<file path="src/rtl/mips_ctrl_pkg.sv">
// Shared encodings for the multicycle MIPS control unit: FSM states,
// opcode/func constants and ALU operation codes.
package mips_ctrl_pkg;

  typedef enum logic [3:0] {
    StFetch    = 4'd0,
    StDecode   = 4'd1,
    StMemAddr  = 4'd2,
    StMemRead  = 4'd3,
    StMemWb    = 4'd4,
    StMemWrite = 4'd5,
    StExecR    = 4'd6,
    StRWb      = 4'd7,
    StBranch   = 4'd8,
    StJump     = 4'd9,
    StExecI    = 4'd10,
    StIWb      = 4'd11,
    StTrap     = 4'd15
  } state_e;

  localparam logic [5:0] OpRtype = 6'h00;
  localparam logic [5:0] OpJ     = 6'h02;
  localparam logic [5:0] OpBeq   = 6'h04;
  localparam logic [5:0] OpAddi  = 6'h08;
  localparam logic [5:0] OpLw    = 6'h23;
  localparam logic [5:0] OpSw    = 6'h2B;

  localparam logic [5:0] FnAdd = 6'h20;
  localparam logic [5:0] FnSub = 6'h22;
  localparam logic [5:0] FnAnd = 6'h24;
  localparam logic [5:0] FnOr  = 6'h25;
  localparam logic [5:0] FnSlt = 6'h2A;

  localparam logic [2:0] AluAnd = 3'b000;
  localparam logic [2:0] AluOr  = 3'b001;
  localparam logic [2:0] AluAdd = 3'b010;
  localparam logic [2:0] AluSub = 3'b110;
  localparam logic [2:0] AluSlt = 3'b111;

  // States in which an instruction completes.
  function automatic logic is_final(state_e s);
    return (s == StRWb) || (s == StMemWb) || (s == StMemWrite) ||
           (s == StBranch) || (s == StJump) || (s == StIWb);
  endfunction

endpackage

</file>
<file path="src/rtl/multicycle_control_alu_decode.sv">
// R-type function field decoder: maps func to an ALU operation and flags
// unsupported function codes.
module alu_decode
  import mips_ctrl_pkg::*;
(
  input  logic [5:0] func_i,
  output logic [2:0] alu_op_o,
  output logic       func_valid_o
);

  always_comb begin
    alu_op_o     = AluAdd;
    func_valid_o = 1'b1;
    case (func_i)
      FnAdd:   alu_op_o = AluAdd;
      FnSub:   alu_op_o = AluSub;
      FnAnd:   alu_op_o = AluAnd;
      FnOr:    alu_op_o = AluOr;
      FnSlt:   alu_op_o = AluSlt;
      default: func_valid_o = 1'b0;
    endcase
  end

endmodule

</file>
<file path="src/rtl/multicycle_control.sv">
// Multicycle MIPS control FSM: Moore-decoded datapath controls, sticky
// illegal-instruction flag and a retired-instruction counter.
module multicycle_control
  import mips_ctrl_pkg::*;
(
  input  logic        clk,
  input  logic        reset,
  input  logic [5:0]  opcode,
  input  logic [5:0]  func,
  input  logic        alu_zout,
  output logic        pc_write,
  output logic [1:0]  pc_src,
  output logic        ir_write,
  output logic        i_or_d,
  output logic        mem_write,
  output logic        reg_write,
  output logic        reg_dst,
  output logic        mem_to_reg,
  output logic        alu_src_a,
  output logic [1:0]  alu_src_b,
  output logic [2:0]  alu_op,
  output logic [3:0]  state,
  output logic        illegal,
  output logic [31:0] retired
);

  state_e      state_q, state_d;
  logic        illegal_q;
  logic [31:0] retired_q;
  logic [2:0]  r_alu_op;
  logic        func_valid;

  alu_decode u_alu_decode (
    .func_i       (func),
    .alu_op_o     (r_alu_op),
    .func_valid_o (func_valid)
  );

  always_ff @(posedge clk or posedge reset) begin
    if (reset) begin
      state_q   <= StFetch;
      illegal_q <= 1'b0;
      retired_q <= '0;
    end else begin
      state_q <= state_d;
      if (state_d == StTrap) illegal_q <= 1'b1;
      if (is_final(state_q)) retired_q <= retired_q + 32'd1;
    end
  end

  always_comb begin
    state_d    = state_q;
    pc_write   = 1'b0;
    pc_src     = 2'b00;
    ir_write   = 1'b0;
    i_or_d     = 1'b0;
    mem_write  = 1'b0;
    reg_write  = 1'b0;
    reg_dst    = 1'b0;
    mem_to_reg = 1'b0;
    alu_src_a  = 1'b0;
    alu_src_b  = 2'b00;
    alu_op     = AluAnd;
    unique case (state_q)
      StFetch: begin
        ir_write  = 1'b1;
        alu_src_b = 2'b01;
        alu_op    = AluAdd;
        pc_write  = 1'b1;
        state_d   = StDecode;
      end
      StDecode: begin
        alu_src_b = 2'b10;
        alu_op    = AluAdd;
        case (opcode)
          OpRtype:    state_d = func_valid ? StExecR : StTrap;
          OpLw, OpSw: state_d = StMemAddr;
          OpBeq:      state_d = StBranch;
          OpJ:        state_d = StJump;
          OpAddi:     state_d = StExecI;
          default:    state_d = StTrap;
        endcase
      end
      StMemAddr: begin
        alu_src_a = 1'b1;
        alu_src_b = 2'b10;
        alu_op    = AluAdd;
        // IR is stable after FETCH, so opcode still tells lw from sw here.
        state_d   = (opcode == OpSw) ? StMemWrite : StMemRead;
      end
      StMemRead: begin
        i_or_d  = 1'b1;
        state_d = StMemWb;
      end
      StMemWb: begin
        reg_write  = 1'b1;
        mem_to_reg = 1'b1;
        state_d    = StFetch;
      end
      StMemWrite: begin
        i_or_d    = 1'b1;
        mem_write = 1'b1;
        state_d   = StFetch;
      end
      StExecR: begin
        alu_src_a = 1'b1;
        alu_op    = r_alu_op;
        state_d   = StRWb;
      end
      StRWb: begin
        reg_write = 1'b1;
        reg_dst   = 1'b1;
        state_d   = StFetch;
      end
      StBranch: begin
        alu_src_a = 1'b1;
        alu_op    = AluSub;
        pc_src    = 2'b01;
        pc_write  = alu_zout;
        state_d   = StFetch;
      end
      StJump: begin
        pc_src   = 2'b10;
        pc_write = 1'b1;
        state_d  = StFetch;
      end
      StExecI: begin
        alu_src_a = 1'b1;
        alu_src_b = 2'b10;
        alu_op    = AluAdd;
        state_d   = StIWb;
      end
      StIWb: begin
        reg_write = 1'b1;
        state_d   = StFetch;
      end
      StTrap:  state_d = StTrap;
      default: state_d = StTrap;
    endcase
    // Reset forces FETCH asynchronously; keep its strobes quiet until release.
    if (reset) begin
      pc_write  = 1'b0;
      ir_write  = 1'b0;
      mem_write = 1'b0;
      reg_write = 1'b0;
    end
  end

  assign state   = state_q;
  assign illegal = illegal_q;
  assign retired = retired_q;

endmodule

</file>
<file path="config.mk">
export PLATFORM = sky130hd
export DESIGN_NAME = multicycle_control
export DESIGN_NICKNAME = d
export VERILOG_FILES = /design/src/rtl/mips_ctrl_pkg.sv /design/src/rtl/multicycle_control_alu_decode.sv /design/src/rtl/multicycle_control.sv
export SDC_FILE = /design/constraint.sdc
export NUM_CORES = 1
export LEC_CHECK = 0
export CORE_MARGIN = 2
export CORE_UTILIZATION = 40
export DETAILED_ROUTE_END_ITERATION = 10
export PLACE_DENSITY = 0.71
export SETUP_SLACK_MARGIN = 0.15
export SLEW_MARGIN = 15
export SYNTH_ARGS = -nofsm -noshare
export SYNTH_HDL_FRONTEND = slang
export SYNTH_SLANG_ARGS = --single-unit
</file>
<file path="constraint.sdc">
create_clock -name clk -period 2.55 [get_ports clk]
set_input_delay 0.51 -clock clk [delete_from_list [all_inputs] [get_ports clk]]
set_output_delay 0.51 -clock clk [all_outputs]
set_load 0.02 [all_outputs]
</file>
**Word level (Yosys, flattened, before mapping)**

Index checks and enable logic that the tools add are counted.

- Muxes and demuxes: 21
- Reduce and logical (&&, ||, !) cells: 16
- Add/subtract/negate cells: 1
- Equality and inequality tests: 22

Operator list:

| cell | count |
|---|---|
| $eq 6x6->1 const B | 7 |
| $add 32x1->32 const B | 1 |
| $pmux 4 s7 | 1 |
| $eq 4x4->1 const B | 5 |
| $pmux 4 s5 | 1 |
| $eq 4x3->1 const B | 4 |
| $mux 1 | 12 |
| $pmux 3 s4 | 1 |
| $pmux 3 s3 | 1 |
| $eq 4x2->1 const B | 2 |
| $pmux 2 s2 | 2 |
| $reduce_or 4->1 | 2 |
| $eq 6x2->1 const B | 1 |
| $eq 6x3->1 const B | 1 |
| $eq 6x4->1 const B | 1 |
| $logic_not 6->1 | 1 |
| $reduce_or 2->1 | 3 |
| $reduce_or 3->1 | 2 |
| $reduce_or 6->1 | 1 |
| $logic_or 1x1->1 | 5 |
| $reduce_or 5->1 | 1 |
| $eq 4x1->1 const B | 1 |
| $logic_not 4->1 | 1 |
| $mux 4 | 1 |
| other kinds (2) | 2 |

- Flip-flop bits (word level): 37
- Input port bits: 15
- Output and inout bits: 52
- Word-level logic and storage cells: 63

**Longest topological paths before layout**

Gate-level depths: netlist (run 1).

- Word-level depth: 7
- Mapped depth: 6
- Depth with buffers taken out: 5

**Cells and area by module**

Synthesis (run 1) repeated with hierarchy kept, for this count alone.

- Cells, all modules: 215
- Area, all modules: 2115.8 um2

Modules (own cells, without submodules):

| module | sequential area each (um2) | cells an instance | instances | area an instance (um2) |
|---|---|---|---|---|
| multicycle_control | 925.9 | 206 | 1 | 2029.4 |
| alu_decode | 0.0 | 9 | 1 | 86.3 |

**Worst setup path after synthesis (run 1)**

OpenSTA, ideal clock, no wires.

- Kind: reg-to-output
- Start: reg state_q[2] (netlist: state[2])
- End: out ir_write
- Stages on the path, launching flop included: 5
- Data required time: 2.040 ns
- Path slack: 0.191 ns
- Data arrival time: 1.849 ns
- Path buffers: 2
- Cell sequence: dfrtp_1 buf_4 clkbuf_1 nor4_1 and2_1

- Longest elaborated chain between the ends: 3

RTL lines:

| item | RTL line | RTL |
|---|---|---|
| start: declaration | multicycle_control.sv:27 | `state_e state_q, state_d;` |
| start signal: assignment | multicycle_control.sv:41 | `state_q <= StFetch;` |
| start signal: assignment | multicycle_control.sv:45 | `state_q <= state_d;` |
| $logic_not 4->1 | multicycle_control.sv:64 | `unique case (state_q)` |
| $mux 1 | multicycle_control.sv:64 |  |
| $mux 1 | multicycle_control.sv:141 | `if (reset) begin` |
| end: declaration | multicycle_control.sv:13 | `output logic ir_write,` |

No other way between the ends.

**Worst setup path in the final report (run 1)**

- Start: in func[4]
- End: out alu_op[1]

- Longest elaborated chain between the ends: 3
- Elaborated cells on any way between the ends: 6
- Those cells by class: 4 x eq/ne; 2 x mux

RTL lines:

| item | RTL line | RTL |
|---|---|---|
| start: declaration | multicycle_control.sv:9 | `input logic [5:0] func,` |
| $eq 6x6->1 | multicycle_control_alu_decode.sv:14 | `case (func_i)` |
| $pmux 3 s4 (*) | multicycle_control_alu_decode.sv:14 |  |
| $pmux 3 s3 (*) | multicycle_control.sv:64 |  |
| end: declaration | multicycle_control.sv:21 | `output logic [2:0] alu_op,` |

Every way passes the cells marked *; elsewhere a longest branch is shown, timed or not.

==> results of run 1 <==
per-layer routing:
| layer | vias to the layer above | wire length (µm) |
|---|---|---|
| met4 | 0 | 48 |
| li1 | 872 | - |
| met3 | 6 | 154 |
| met5 | - | 0 |
| met2 | 42 | 2460 |
| met1 | 854 | 2260 |
stage by stage:
step                utilization  total power, mW  setup TNS (ns)
floorplan                     -             1.52               0
global placement          0.563             2.02          -0.787
detailed placement        0.563             2.03          -0.947
CTS                       0.585             2.42               0
global route              0.588             2.56               0
finish                    0.588             2.39               0
repair_timing:
item / 4_1_cts / 5_1_grt
setup buffers: 0 / 0
gates resized for setup: 19 / 11
hold buffers: 0 / 0
setup endpoints to repair: 9 / 9
worst paths after layout:
kind,startpoint,endpoint,depth (start not counted)
setup reg to reg,state[1]$_DFF_PP0_,retired[29]$_DFFE_PP0P_,6
max in group asynchronous,reset,retired[30]$_DFFE_PP0P_,3
min in group asynchronous,reset,retired[17]$_DFFE_PP0P_,3
hold reg to reg,retired[31]$_DFFE_PP0P_,retired[31]$_DFFE_PP0P_,1
setup / recovery,func[4],alu_op[1],7
hold / removal,retired[31]$_DFFE_PP0P_,retired[31]$_DFFE_PP0P_,1
cells by family (layout without fill, tap and decap cells):
kind of cell / after synthesis / after routing
adder cells (fa/ha/maj): 1 / 1
XOR/XNOR: 34 / 34
AO/OA/AOI/OAI: 21 / 21
buffers and inverters: 14 / 90
flip-flops: 37 / 37
AND/OR/NAND/NOR: 96 / 96
multiplexers: 2 / 2
sequential cells by signal, indices dropped and copies added, names as in the netlist:
register,flops
state,4
illegal,1
retired,32
cell type report:
type                    count  area (µm²)  area share
multi-input cells         154        1100       0.371
flip-flops and latches     37         928       0.313
repair buffers             76         733       0.247
well taps                  70        87.6      0.0295
clock buffers               6        82.6      0.0278
inverters                   7        26.3     0.00886
clock inverters             1        7.51     0.00253
worst register-to-register path: stages (launching register included):
cell and delay [ns]:
dfrtp_1 0.44, buf_4 0.20, nand2b_1 0.15, nand3_1 0.25, nor3_4 0.35, nand3_1 0.15, xnor2_1 0.16
layout by cell type (no fill, tap or decap), types with 2 or more instances in the layout:
cell type | Yosys | routed
clkdlybuf4s50_1 | 0 | 52
dfrtp_1 | 37 | 35
xnor2_1 | 25 | 25
nand3_1 | 16 | 16
nand2_1 | 15 | 15
nor2_1 | 13 | 13
buf_4 | 1 | 10
xor2_1 | 8 | 8
nor3_1 | 8 | 8
inv_1 | 7 | 7
dlymetal6s2s_1 | 0 | 7
and3_1 | 6 | 6
nand4_1 | 6 | 6
clkbuf_8 | 0 | 6
and2_1 | 5 | 5
and4_1 | 4 | 4
nand2b_1 | 5 | 4
dlygate4sd2_1 | 0 | 4
nor2b_1 | 3 | 3
o21ai_0 | 3 | 3
nor3_4 | 2 | 2
a21oi_1 | 2 | 2
or3_1 | 2 | 2
nor4b_4 | 0 | 2
a31oi_1 | 2 | 2
buf_2 | 2 | 2
dfrtp_2 | 0 | 2
where the power goes:
part / internal, mW / switching, mW / leakage [nW] / total [mW]
Sequential: 0.672 / 0.132 / 0.492 / 0.805
Combinational: 0.524 / 0.657 / 0.845 / 1.18
Clock: 0.213 / 0.196 / 0.0433 / 0.409
Total: 1.41 / 0.985 / 1.38 / 2.39
==> results_dict.tcl, run 1 <==
set metrics [dict create \
    synthSimpleGateAreaFrac 0.278 \
    grtUsageMet3 0.0384 \
    setup_viol 0 \
    leakage_nw 1.38 \
    antenna_cells 0 \
    synth_edf_count 0 \
    start_kind "input pin" \
    cp_cell_sequence "clkdlybuf4s50_1 -> nand2b_4 -> nor4b_4 -> buf_4 -> o31a_1 -> o2bb2ai_1 -> buf_2" \
    synth_top_family_by_area "simple AND/OR/NAND/NOR gates" \
    synth_common_cells "37 x dfrtp_1, 25 x xnor2_1, 16 x nand3_1" \
    avgSynthCellArea_um2 10.0 \
    synth_area_leaders "dfrtp_1 45%, xnor2_1 11%, nand3_1 3.9%" \
    hold_class "register to register" \
    hold_violations 0 \
    slew_headroom 0.708 \
    drc_errors 0 \
    tightest_slew_ns 0.439 \
    yosys.cell_count.top_type "dfrtp_1" \
    period_needed_ns 2.38 \
    clock_path_buffers 2 \
    ys_types 50 \
    die_h_um 75.6 \
    syn_nets 221 \
    synth_ff_type "dfrtp_1" \
    cts-root-buf "clkbuf_8" \
    fin_area_um2 2970 \
    grtUsageTotal 0.185 \
    critPathArrivalTime_ns 1.87 \
    num_rows 26 \
    ys_seq_area_frac 0.451 \
    grt-busiest-layer "met2" \
    synth_fa_ha_area_frac 0.00610 \
    maxCapViolations 0 \
    netlist_instances 205 \
    areaGrowthSynthToFinish_pct 44.6 \
    yosys.area.top_type_share 0.451 \
    final_max_slew_viol_count 0 \
    placed_area_um2 2840 \
    grt_pass1_wl_um 8070 \
    period_share 0.933 \
    post-place-ws_ns -0.405 \
    yosys.area.top_type "dfrtp_1" \
    ys_warn_count 0 \
    required_ns 2.04 \
    dieArea_um2 5720 \
    wirelength_um 4930 \
    crit_buf_inv 3 \
    async_reset_ff_frac 1.00 \
    io_pins 67 \
    vias 1774 \
    drive_above_1_share 0.117 \
    muxShareOfSynthArea 0.0104 \
    ys_ff_latch 37 \
    worst_slack_ns 0.170 \
    coreArea_um2 5040 \
    first_iter_violations 70 \
    outcome "complete, no violations" \
    cts.htree.levels 2 \
    start_util 0.407 \
    crit_path_end_kind "primary output" \
    stdcell_count 351 \
    layout.nets 297 \
    fill_cells 440 \
    p_per_area_nw_per_um2 808 \
    first_global_vias 1646 \
    ant_nets 0 \
    grt_max_degree 24 \
    grt_antenna_before_repair 0 \
    rrSetupSlack_ns 0.76 \
    finClkSkew_ns 0.00922 \
    synth_xor_area_frac 0.149 \
    syn-cell-area_um2 2050 \
    grt_setup_unrepaired "yes" \
    dp.cells 344 \
    grt_util_met2 0.296 \
    cts_tree "yes" \
    grtUsageMet1 0.257 \
    place.gp.congestion 0.805 \
    wire_per_inst_um 14.0 \
    grt.overflow.total 0 \
    dr.pass1.iters 4 \
    dieWidth_um 75.6 \
    cts_buffers 5 \
    clkTransAtPathRegs_ns 0.07 \
    max_stage_delay_ns 0.46 \
    hold_slack_ns 0.484 \
    crit_fanout 3 \
    ir_drop_uv 477 \
    synth-compound-area-share 0.0750 \
    io_buffers 66 \
    hpwl_um 3780 \
    cp_slowest_cell "clkdlybuf4s50_1" \
    cpLargestDelayFamily "buffers and inverters" \
    fmax_mhz 420 \
    via_per_inst 5.05 \
    path_class "input pin to primary output" \
    clock-sinks 37 \
    clock_latency_ns 0.28 \
]
No activity file was read; power rests on OpenSTA's default activity.
==> inputs of run 2 (changes only) <==
--- a/config.mk
+++ b/config.mk
@@ -5,10 +5,13 @@
 export SDC_FILE = /design/constraint.sdc
 export NUM_CORES = 1
 export LEC_CHECK = 0
+export ABC_AREA = 1
+export ABC_CLOCK_PERIOD_IN_PS = 2550
 export CORE_MARGIN = 2
 export CORE_UTILIZATION = 40
 export DETAILED_ROUTE_END_ITERATION = 10
-export PLACE_DENSITY = 0.71
+export MAX_ROUTING_LAYER = met4
+export PLACE_DENSITY = 0.68
 export SETUP_SLACK_MARGIN = 0.15
 export SLEW_MARGIN = 15
 export SYNTH_ARGS = -nofsm -noshare
==> run 2 against run 1 <==
Sequential power is 2.5% lower. First-iteration DRC count is 44% higher. Clock power hardly changed. Cell count is 41% higher. Worst hold slack worse by 0.0047 ns. Synthesized cell count is 67% higher. Count of clock-buffer cells in the layout is 1 lower. Register-to-register slack worse by 0.02 ns. Critical path depth is 3 lower. Combinational power is 7% lower. Fmax is 1.2% higher. Worst setup slack better by 0.029 ns.
==> results_dict.tcl, run 2 <==
set metrics [dict create \
    final_util 0.562 \
    ys_warn_count 0 \
    yosys.area.top_type "dfrtp_1" \
    fin_setup_tns_ns 0 \
    ir_drop_uv 447 \
    critPathArrivalTime_ns 1.84 \
    period_needed_ns 2.35 \
    cts_tree "yes" \
    crit_fanout 8 \
    cts.htree.levels 2 \
    dieWidth_um 82.4 \
    io_buffers 66 \
    largest_register_ffs 32 \
    placed_area_um2 3240 \
    p_per_area_nw_per_um2 688 \
    grtUsageTotal 0.200 \
    start_util 0.415 \
    netlist_instances 343 \
    path_class "register to primary output" \
    maxCapViolations 0 \
    worst_slack_ns 0.199 \
    layout_commonest_cell "nand2_1" \
    outcome "complete, no violations" \
    hold_violations 0 \
    clock_latency_ns 0.29 \
    grt_antenna_before_repair 0 \
    avgSynthCellArea_um2 7.16 \
    ys_types 35 \
    ys_ff_latch 37 \
    slew_headroom 0.696 \
    dp.cells 488 \
    required_ns 2.04 \
    leakage_nw 1.56 \
    cts_buffers 5 \
    yosys.cell_count.top_type "nand2_1" \
    grt.overflow.total 0 \
    grt_pass1_wl_um 10100 \
    first_global_vias 2266 \
    drive_above_1_share 0.0998 \
    dieArea_um2 6790 \
    coreArea_um2 5920 \
    num_rows 28 \
    clock-sinks 37 \
    finClkSkew_ns 0.00455 \
    synth_common_cells "104 x nand2_1, 57 x nor2_1, 43 x inv_1" \
    fin_area_um2 3330 \
    synth_edf_count 0 \
    most-common-layout-cells "104 x nand2_1, 56 x nor2_1, 54 x clkdlybuf4s50_1" \
    drc_errors 0 \
    clock_path_buffers 2 \
    post-place-ws_ns -0.102 \
    fmax_mhz 425 \
    hpwl_um 4920 \
    crit_path_end_kind "primary output" \
    tightest_slew_ns 0.457 \
    hold_class "register to register" \
    ys_seq_area_frac 0.377 \
    wirelength_um 5920 \
    yosys.area.top_type_share 0.377 \
    synth_area_leaders "dfrtp_1 38%, nand2_1 16%, nor2_1 8.7%" \
    stdcell_count 496 \
    dr.pass1.iters 4 \
    async_reset_ff_frac 1.00 \
    period_share 0.922 \
    setup_viol 0 \
    io_pins 67 \
    cts-root-buf "clkbuf_8" \
    antenna_cells 0 \
    grt_setup_unrepaired "no" \
    via_per_inst 4.82 \
    vias 2389 \
    place.gp.congestion 0.930 \
    hold_slack_ns 0.479 \
    syn-cell-area_um2 2460 \
    first_iter_violations 101 \
    areaGrowthSynthToFinish_pct 35.4 \
    wire_per_inst_um 11.9 \
    clkTransAtPathRegs_ns 0.08 \
    synth_ff_type "dfrtp_1" \
    final_max_slew_viol_count 0 \
    finalPower_mw 2.29 \
    cts_setup_buffers 0 \
    layout.nets 436 \
    syn_nets 359 \
    ant_nets 0 \
    start_kind "register" \
    grt_max_degree 38 \
    die_h_um 82.4 \
]
[run 2: cell types whose count changed after synthesis, sizes merged, moves of 8 or more]
cell | previous run | this run
inv | 7 | 44
nand2 | 15 | 110
nor3 | 10 | 18
nor2 | 14 | 62
xnor2 | 25 | 5
xor2 | 9 | 18
[run 2: where the power goes]
part | internal, mW | total [mW] | leakage, nW | switching [mW]
logic | 0.429 | 1.10 | 1.02 | 0.671
registers | 0.665 | 0.785 | 0.493 | 0.120
clock network | 0.189 | 0.406 | 0.0439 | 0.217
total | 1.28 | 2.29 | 1.56 | 1.01
[run 2: critical path: stages (launching register included)]
cell and delay (ns):
dfrtp_1 0.49, nor2_4 0.21, inv_6 0.07, o21ai_0 0.15
clkdlybuf4s50_1 0.64
[run 2: routing by layer]
layer	track usage	wire length, µm	up-vias
met5	-	0	-
met4	0.0700	91	0
met3	0.0304	207	8
met2	0.334	2900	53
met1	0.247	2720	1096
li1	-	-	1232
[run 2: kinds of logic (layout without fill, tap and decap cells)]
group / count (synthesis) / count (layout) / share of synthesized area
buf+inv: 45 / 123 / 0.0738
xor+xnor: 23 / 23 / 0.0850
flops: 37 / 37 / 0.377
fa+ha+maj: 1 / 1 / 0.00509
simple gates: 221 / 221 / 0.420
compound gates: 16 / 16 / 0.0397
[run 2: path summary, 6_finish.rpt]
path / startpoint / end / slack [ns] / depth (start not counted)
setup / recovery: state[3]$_DFF_PP0_ / i_or_d / 0.20 / 4
hold / removal: illegal$_DFFE_PP0N_ / illegal$_DFFE_PP0N_ / 0.48 / 2
setup reg to reg: state[3]$_DFF_PP0_ / retired[22]$_DFFE_PP0P_ / 0.74 / 8
hold reg to reg: illegal$_DFFE_PP0N_ / illegal$_DFFE_PP0N_ / 0.48 / 2
max in group asynchronous: reset / state[2]$_DFF_PP0_ / 1.46 / 3
min in group asynchronous: reset / retired[6]$_DFFE_PP0P_ / 0.75 / 3
[run 2: what timing repair did]
item	CTS	global route
gates resized for setup	9	15
pin swaps	0	0
endpoints found under the setup margin	9	9
hold buffers	0	0
[run 2: cell type report]
class | count | area, µm²
fillers | 578 | 2590
multi-input cells | 261 | 1360
flip-flops and latches | 37 | 928
repair buffers | 71 | 692
inverters | 44 | 170
well taps | 75 | 93.8
clock buffers | 5 | 68.8
clock inverters | 3 | 17.5
==> inputs of run 3 (changes only) <==
--- a/config.mk
+++ b/config.mk
@@ -13,7 +13,7 @@
 export MAX_ROUTING_LAYER = met4
 export PLACE_DENSITY = 0.68
 export SETUP_SLACK_MARGIN = 0.15
-export SLEW_MARGIN = 15
+export SLEW_MARGIN = 20
 export SYNTH_ARGS = -nofsm -noshare
 export SYNTH_HDL_FRONTEND = slang
 export SYNTH_SLANG_ARGS = --single-unit
==> results of run 3 <==
No change in the layout: final DEF, timing and power equal those of run 2.
